<file path="src/rtl/palindrome_tx.sv">
// Serial palindrome frame transmitter: sends a captured half-word MSB-first,
// then its mirror, one bit per clock with sof/eof framing.
module palindrome_tx #(
  parameter int HALF_W = 4,
  parameter int ODD    = 1
) (
  input  logic              clk,
  input  logic              rst_n,
  input  logic [HALF_W-1:0] din,
  input  logic              din_valid,
  output logic              din_ready,
  output logic              dout,
  output logic              dout_valid,
  output logic              sof,
  output logic              eof,
  output logic              busy
);

  localparam int L  = 2 * HALF_W - ODD;
  localparam int CW = $clog2(2 * HALF_W);
  localparam int SW = $clog2(HALF_W);
  localparam logic [CW-1:0] LAST = CW'(L - 1);

  typedef enum logic [1:0] {IDLE, FWD, REV} state_t;

  state_t            state_q;
  logic [HALF_W-1:0] data_q;
  logic [CW-1:0]     idx_q;
  logic              dout_q;
  logic              dout_valid_q;
  logic              sof_q;
  logic              eof_q;

  logic [CW-1:0]     nxt_idx;
  logic [SW-1:0]     sel;
  logic              nxt_bit;
  logic              last;
  logic              accept;

  always_comb begin
    nxt_idx = idx_q + CW'(1);
    // Mirror half re-reads the captured word upward; ODD skips the centre bit.
    if (int'(nxt_idx) < HALF_W) sel = SW'(HALF_W - 1 - int'(nxt_idx));
    else                        sel = SW'(int'(nxt_idx) - HALF_W + ODD);
    nxt_bit   = data_q[sel];
    last      = dout_valid_q && (idx_q == LAST);
    din_ready = (state_q == IDLE) || last;
    accept    = din_valid && din_ready;
  end

  always_ff @(posedge clk or negedge rst_n) begin
    if (!rst_n) begin
      state_q      <= IDLE;
      data_q       <= '0;
      idx_q        <= '0;
      dout_q       <= 1'b0;
      dout_valid_q <= 1'b0;
      sof_q        <= 1'b0;
      eof_q        <= 1'b0;
    end else if (accept) begin
      state_q      <= FWD;
      data_q       <= din;
      idx_q        <= '0;
      dout_q       <= din[HALF_W-1];
      dout_valid_q <= 1'b1;
      sof_q        <= 1'b1;
      eof_q        <= 1'b0;
    end else if (last || state_q == IDLE) begin
      state_q      <= IDLE;
      idx_q        <= '0;
      dout_q       <= 1'b0;
      dout_valid_q <= 1'b0;
      sof_q        <= 1'b0;
      eof_q        <= 1'b0;
    end else begin
      state_q      <= (int'(nxt_idx) < HALF_W) ? FWD : REV;
      idx_q        <= nxt_idx;
      dout_q       <= nxt_bit;
      dout_valid_q <= 1'b1;
      sof_q        <= 1'b0;
      eof_q        <= (nxt_idx == LAST);
    end
  end

  assign dout       = dout_q;
  assign dout_valid = dout_valid_q;
  assign sof        = sof_q;
  assign eof        = eof_q;
  assign busy       = dout_valid_q;

endmodule
</file>
<file path="config.mk">
export PLATFORM = sky130hd
export DESIGN_NAME = palindrome_tx
export DESIGN_NICKNAME = d
export VERILOG_FILES = /design/src/rtl/palindrome_tx.sv
export SDC_FILE = /design/constraint.sdc
export NUM_CORES = 1
export LEC_CHECK = 0
export CAP_MARGIN = 20
export CELL_PAD_IN_SITES_DETAIL_PLACEMENT = 0
export CELL_PAD_IN_SITES_GLOBAL_PLACEMENT = 1
export CORE_MARGIN = 5
export CORE_UTILIZATION = 36
export DETAILED_ROUTE_END_ITERATION = 8
export PLACE_DENSITY_LB_ADDON = 0.1
export SETUP_SLACK_MARGIN = 0.05
export SYNTH_ARGS = -nofsm -noshare
export SYNTH_HDL_FRONTEND = slang
export SYNTH_SLANG_ARGS = --single-unit
</file>
<file path="constraint.sdc">
create_clock -name clk -period 2 [get_ports clk]
set_input_delay 0.5 -clock clk [delete_from_list [all_inputs] [get_ports clk]]
set_output_delay 0.5 -clock clk [all_outputs]
set_load 0.1 [all_outputs]
</file>
After elaboration in Yosys (flattened, before gate mapping)
Cells that the tools add are included.
{"block": "op_classes", "n_addsub": 4, "n_mul": 0, "div_mod_pow": 0, "n_lt_le_gt_ge": 2, "n_eq_ne": 2, "n_shift": 0, "mux": 15, "bitwise": 0, "reduce_logical": 4}
{"op": "$mux 1", "count": 8}
{"op": "$mux 2", "count": 4}
{"op": "$eq 3x3->1 const B", "count": 2}
{"op": "$mux 3", "count": 2}
{"op": "$add 3x1->3 const B", "count": 1}
{"op": "$lt 2x3->1 const B", "count": 1}
{"op": "$lt 3x3->1 const B", "count": 1}
{"op": "$add 2x2->2 const B", "count": 1}
{"op": "$bmux 1 s2", "count": 1}
{"op": "$logic_and 1x1->1", "count": 2}
{"op": "$logic_not 2->1", "count": 1}
{"op": "$sub 2x1->2 const B", "count": 1}
{"op": "$sub 2x2->2 const A", "count": 1}
{"op": "$logic_or 1x1->1", "count": 1}
{"block": "word_totals", "reg_bits": 13, "latch_bits": 0, "ram_bits": 0, "mem_bits_ro": 0, "word_cells": 34, "memories": 0}

Longest topological paths before layout
{"block": "logic_depth", "depth_word": 8, "ltp_mapped": 6}

Worst setup path after synthesis
No wires, ideal clock.
{"block": "synth_path", "path_type": "reg-to-output", "start": "reg dout_valid_q (netlist: busy)", "end": "out din_ready", "arrival_time_ns": 1.589, "setup_slack_ns": -0.089, "path_stages_with_launch": 4, "path_buffers": 1, "path_cell_list": "dfrtp_1 > and3_4 > or2_1 > buf_6"}
{"block": "synth_between", "elab_chain_len": 2}
{"item": "start: declaration", "line_no": "30", "rtl": "logic dout_valid_q;"}
{"item": "start signal: assignment", "line_no": "57", "rtl": "dout_valid_q <= 1'b0;"}
{"item": "start signal: assignment", "line_no": "65", "rtl": "dout_valid_q <= 1'b1;"}
{"item": "start signal: assignment", "line_no": "72", "rtl": "dout_valid_q <= 1'b0;"}
{"item": "$logic_and 1x1->1", "line_no": "46", "rtl": "last = dout_valid_q && (idx_q == LAST);"}
{"item": "$logic_or 1x1->1", "line_no": "47", "rtl": "din_ready = (state_q == IDLE) || last;"}
{"item": "end: declaration", "line_no": "11", "rtl": "output logic din_ready,"}
Every way passes these cells.

Worst setup path after layout
{"block": "layout_path", "start": "reg idx_q[1]", "end": "out din_ready"}
{"block": "layout_between", "elab_chain_len": 3}
{"item": "start: declaration", "line_no": "28", "rtl": "logic [CW-1:0] idx_q;"}
{"item": "start signal: assignment", "line_no": "77", "rtl": "idx_q <= nxt_idx;"}
{"item": "$eq 3x3->1", "line_no": "46"}
{"item": "$logic_and 1x1->1", "line_no": "46"}
{"item": "$logic_or 1x1->1", "line_no": "47"}
Every way passes these cells.

==> results.py <==
metrics = {
    "final_layout": {
        "diodes": 0,
        "fin_cells": 72,
        "drive_above_1_share_pct": 40.4,
        "final_area_um2": 747,
        "final_nets": 68,
        "syn_to_final_growth_pct": 41.8,
    },
    "job": {
        "drv_cap": 0,
    },
    "drt": {
        "drc": 0,
        "totalWireLength_um": 880,
        "drtIter0Drc": 3,
        "via_per_inst": 4.75,
        "ant_nets": 0,
        "wl_met3_um": 95,
        "wl_met2_um": 420,
        "wl_met1_um": 348,
        "first_pass_iters": 2,
        "top_layer": "met4",
        "vias": 342,
        "post_drt_wl_per_cell_um": 12.2,
    },
    "sta": {
        "max_slew_margin_pct": 64.8,
        "hold_viol_final": 0,
        "finalCritPeriodShare_pct": 94.6,
        "fin_setup_tns_ps": 0,
        "rsz0062_at_grt": "no",
        "min_period_ps": 1890,
        "setup-violations-final": 0,
        "slew_viol_final": 0,
        "layout_setup_ws_ps": 107,
        "fmax_mhz": 528,
        "skew_ps": 7.07,
        "tightest_slew_ps": 527,
    },
    "yosys": {
        "postSynthCellCount": 40,
        "ys_ff_latch": 12,
        "netlist_area_um2": 527,
        "yosys_warnings": 0,
        "synth.distinct_cells": 17,
        "synth_seq_area_share_pct": 57.0,
        "syn_nets": 50,
        "syn_area_per_cell_um2": 13.2,
    },
    "worst_setup_path": {
        "path_class": "flip-flop to primary output",
        "slowest_stage": "dfrtp_1",
        "max_stage_delay_ps": 410,
        "cp.arrival_ps": 1390,
        "crit_chain": "ha_4, and3_4, or2_4, buf_12",
        "cp.required_ps": 1500,
        "worstPathMaxFanout": 2,
        "end_kind": "primary output",
        "critPathLaunchType": "flip-flop",
    },
    "floorplanning": {
        "core.rowCount": 13,
        "initial_utilization_pct": 39.0,
        "core_mm2": 0.00135,
        "die_x_um": 48.3,
        "die_y_um": 48.3,
        "dieArea_mm2": 0.00233,
        "ios": 13,
    },
    "clocking": {
        "max-clock-path-buffers": 2,
        "worstSkewPairLatency_ps": 270,
        "cts_tree": "done",
        "cts_root_buffer": "clkbuf_4",
        "cts.sink_count": 12,
        "cts_buffers": 3,
        "clk_pin_slew_ps": 60,
        "htree_num_levels": 1,
    },
    "placed_design": {
        "place_inst": 65,
        "placed_area_um2": 683,
        "gp_routability_congestion": 0.713,
        "dp_slack_ps": 166,
        "portBuffers": 12,
        "post-dp-hpwl_um": 663,
    },
    "grt": {
        "grt_pass1_wl_um": 1470,
        "antenna_found_initial": 0,
        "grt_max_degree": 13,
        "globalRouteOverflowTotal": 0,
        "grt_use_total_pct": 9.42,
        "grt_pass1_vias": 373,
    },
    "worst_hold_path": {
        "min_path_type": "flip-flop to flip-flop",
    },
    "run_status": {
        "status": "completed",
    },
}
==> cell type report <==
type,instances,area (µm²)
fill,118,603
clock buffer,4,26.3
multi-input combinational,22,208
sequential,12,302
tap,15,18.8
inverter,4,15.0
timing repair buffer,15,178
==> synthesized netlist by cell type <==
cell	instances	area [µm²]
xor2_1	1	8.76
and3b_1	1	8.76
inv_1	4	15.0
o21ai_0	1	5.00
o21ai_2	1	8.76
buf_4	1	7.51
or2_1	1	6.26
ha_1	3	37.5
and3_4	1	11.3
dfrtp_1	12	300
mux2_2	5	56.3
mux2i_1	2	20.0
o22ai_1	1	6.26
nor2b_1	1	6.26
nand2b_1	1	6.26
nor2_1	3	11.3
buf_6	1	11.3
==> through the flow <==
step                utilization (%)  hold WS, ps
detailed placement             50.6          486
floorplan                         -          204
global placement               50.6          476
global route                   55.3          525
finish                         55.3          511
CTS                            54.6          518
==> worst paths after layout <==
kind                                start   endpoint  slack, ps  cells past startpoint
worst min register to register  data_q[0]  data_q[0]        510                      1
worst max-delay path             idx_q[1]  din_ready        110                      4
min in group asynchronous           rst_n        sof        570                      1
worst min-delay path            data_q[0]  data_q[0]        510                      1
max in group asynchronous           rst_n       busy       1050                      1
worst max register to register   idx_q[1]  data_q[1]        500                      4
==> state kept, by name, indices dropped and copies added (netlist names) <==
signal	flops
busy	1
data_q	4
dout	1
eof	1
idx_q	3
sof	1
state_q	1
==> placed cells by master (no fill, tap or decap) <==
master and instances:
ha_4 1, dfrtp_2 1, buf_4 5, buf_12 4, o22ai_1 1, o21ai_2 1, nand2b_1 1, inv_1 3
clkbuf_1 1, nor2b_1 1, mux2_2 5, xor2_1 1, and3b_1 1, or2_4 1, ha_1 2, o21ai_0 1
nor2_1 3, inv_2 1, clkdlybuf4s50_1 6, and3_4 1, mux2i_1 2, dfrtp_1 11, clkbuf_4 3
==> worst max-delay path: cells and delay by family, from the launching register on <==
family | cells | cell delay [ps]
flip-flops | 1 | 410
adder cells (fa/ha/maj) | 1 | 160
buffers and inverters | 1 | 170
AND/OR/NAND/NOR | 2 | 380
==> per-layer routing <==
layer / global-route usage, % / up-vias
li1: - / 165
met1: 10.1 / 162
met2: 16.1 / 13
met3: 2.21 / 2
met4: 6.45 / 0
met5: 0 / -
==> kinds of logic (layout without fill, tap and decap cells) <==
logic type	after synthesis	after routing	share of synthesized area, %
AND/OR/NAND/NOR	8	8	9.50
XOR/XNOR	1	1	1.66
AO/OA/AOI/OAI	3	3	3.80
buffers and inverters	6	23	6.41
flip-flops	12	12	57.0
adder cells (fa/ha/maj)	3	3	7.13
multiplexers	7	7	14.5
==> what timing repair did <==
action,in CTS,in global routing
setup buffers,3,0
pin swaps,1,1
hold buffers,0,0
gates resized for setup,3,1
endpoints found under the setup margin,1,1
Power is left out: the tool's default activity adds up to more than one toggle a clock period on the data nets, which glitch-free logic cannot reach.
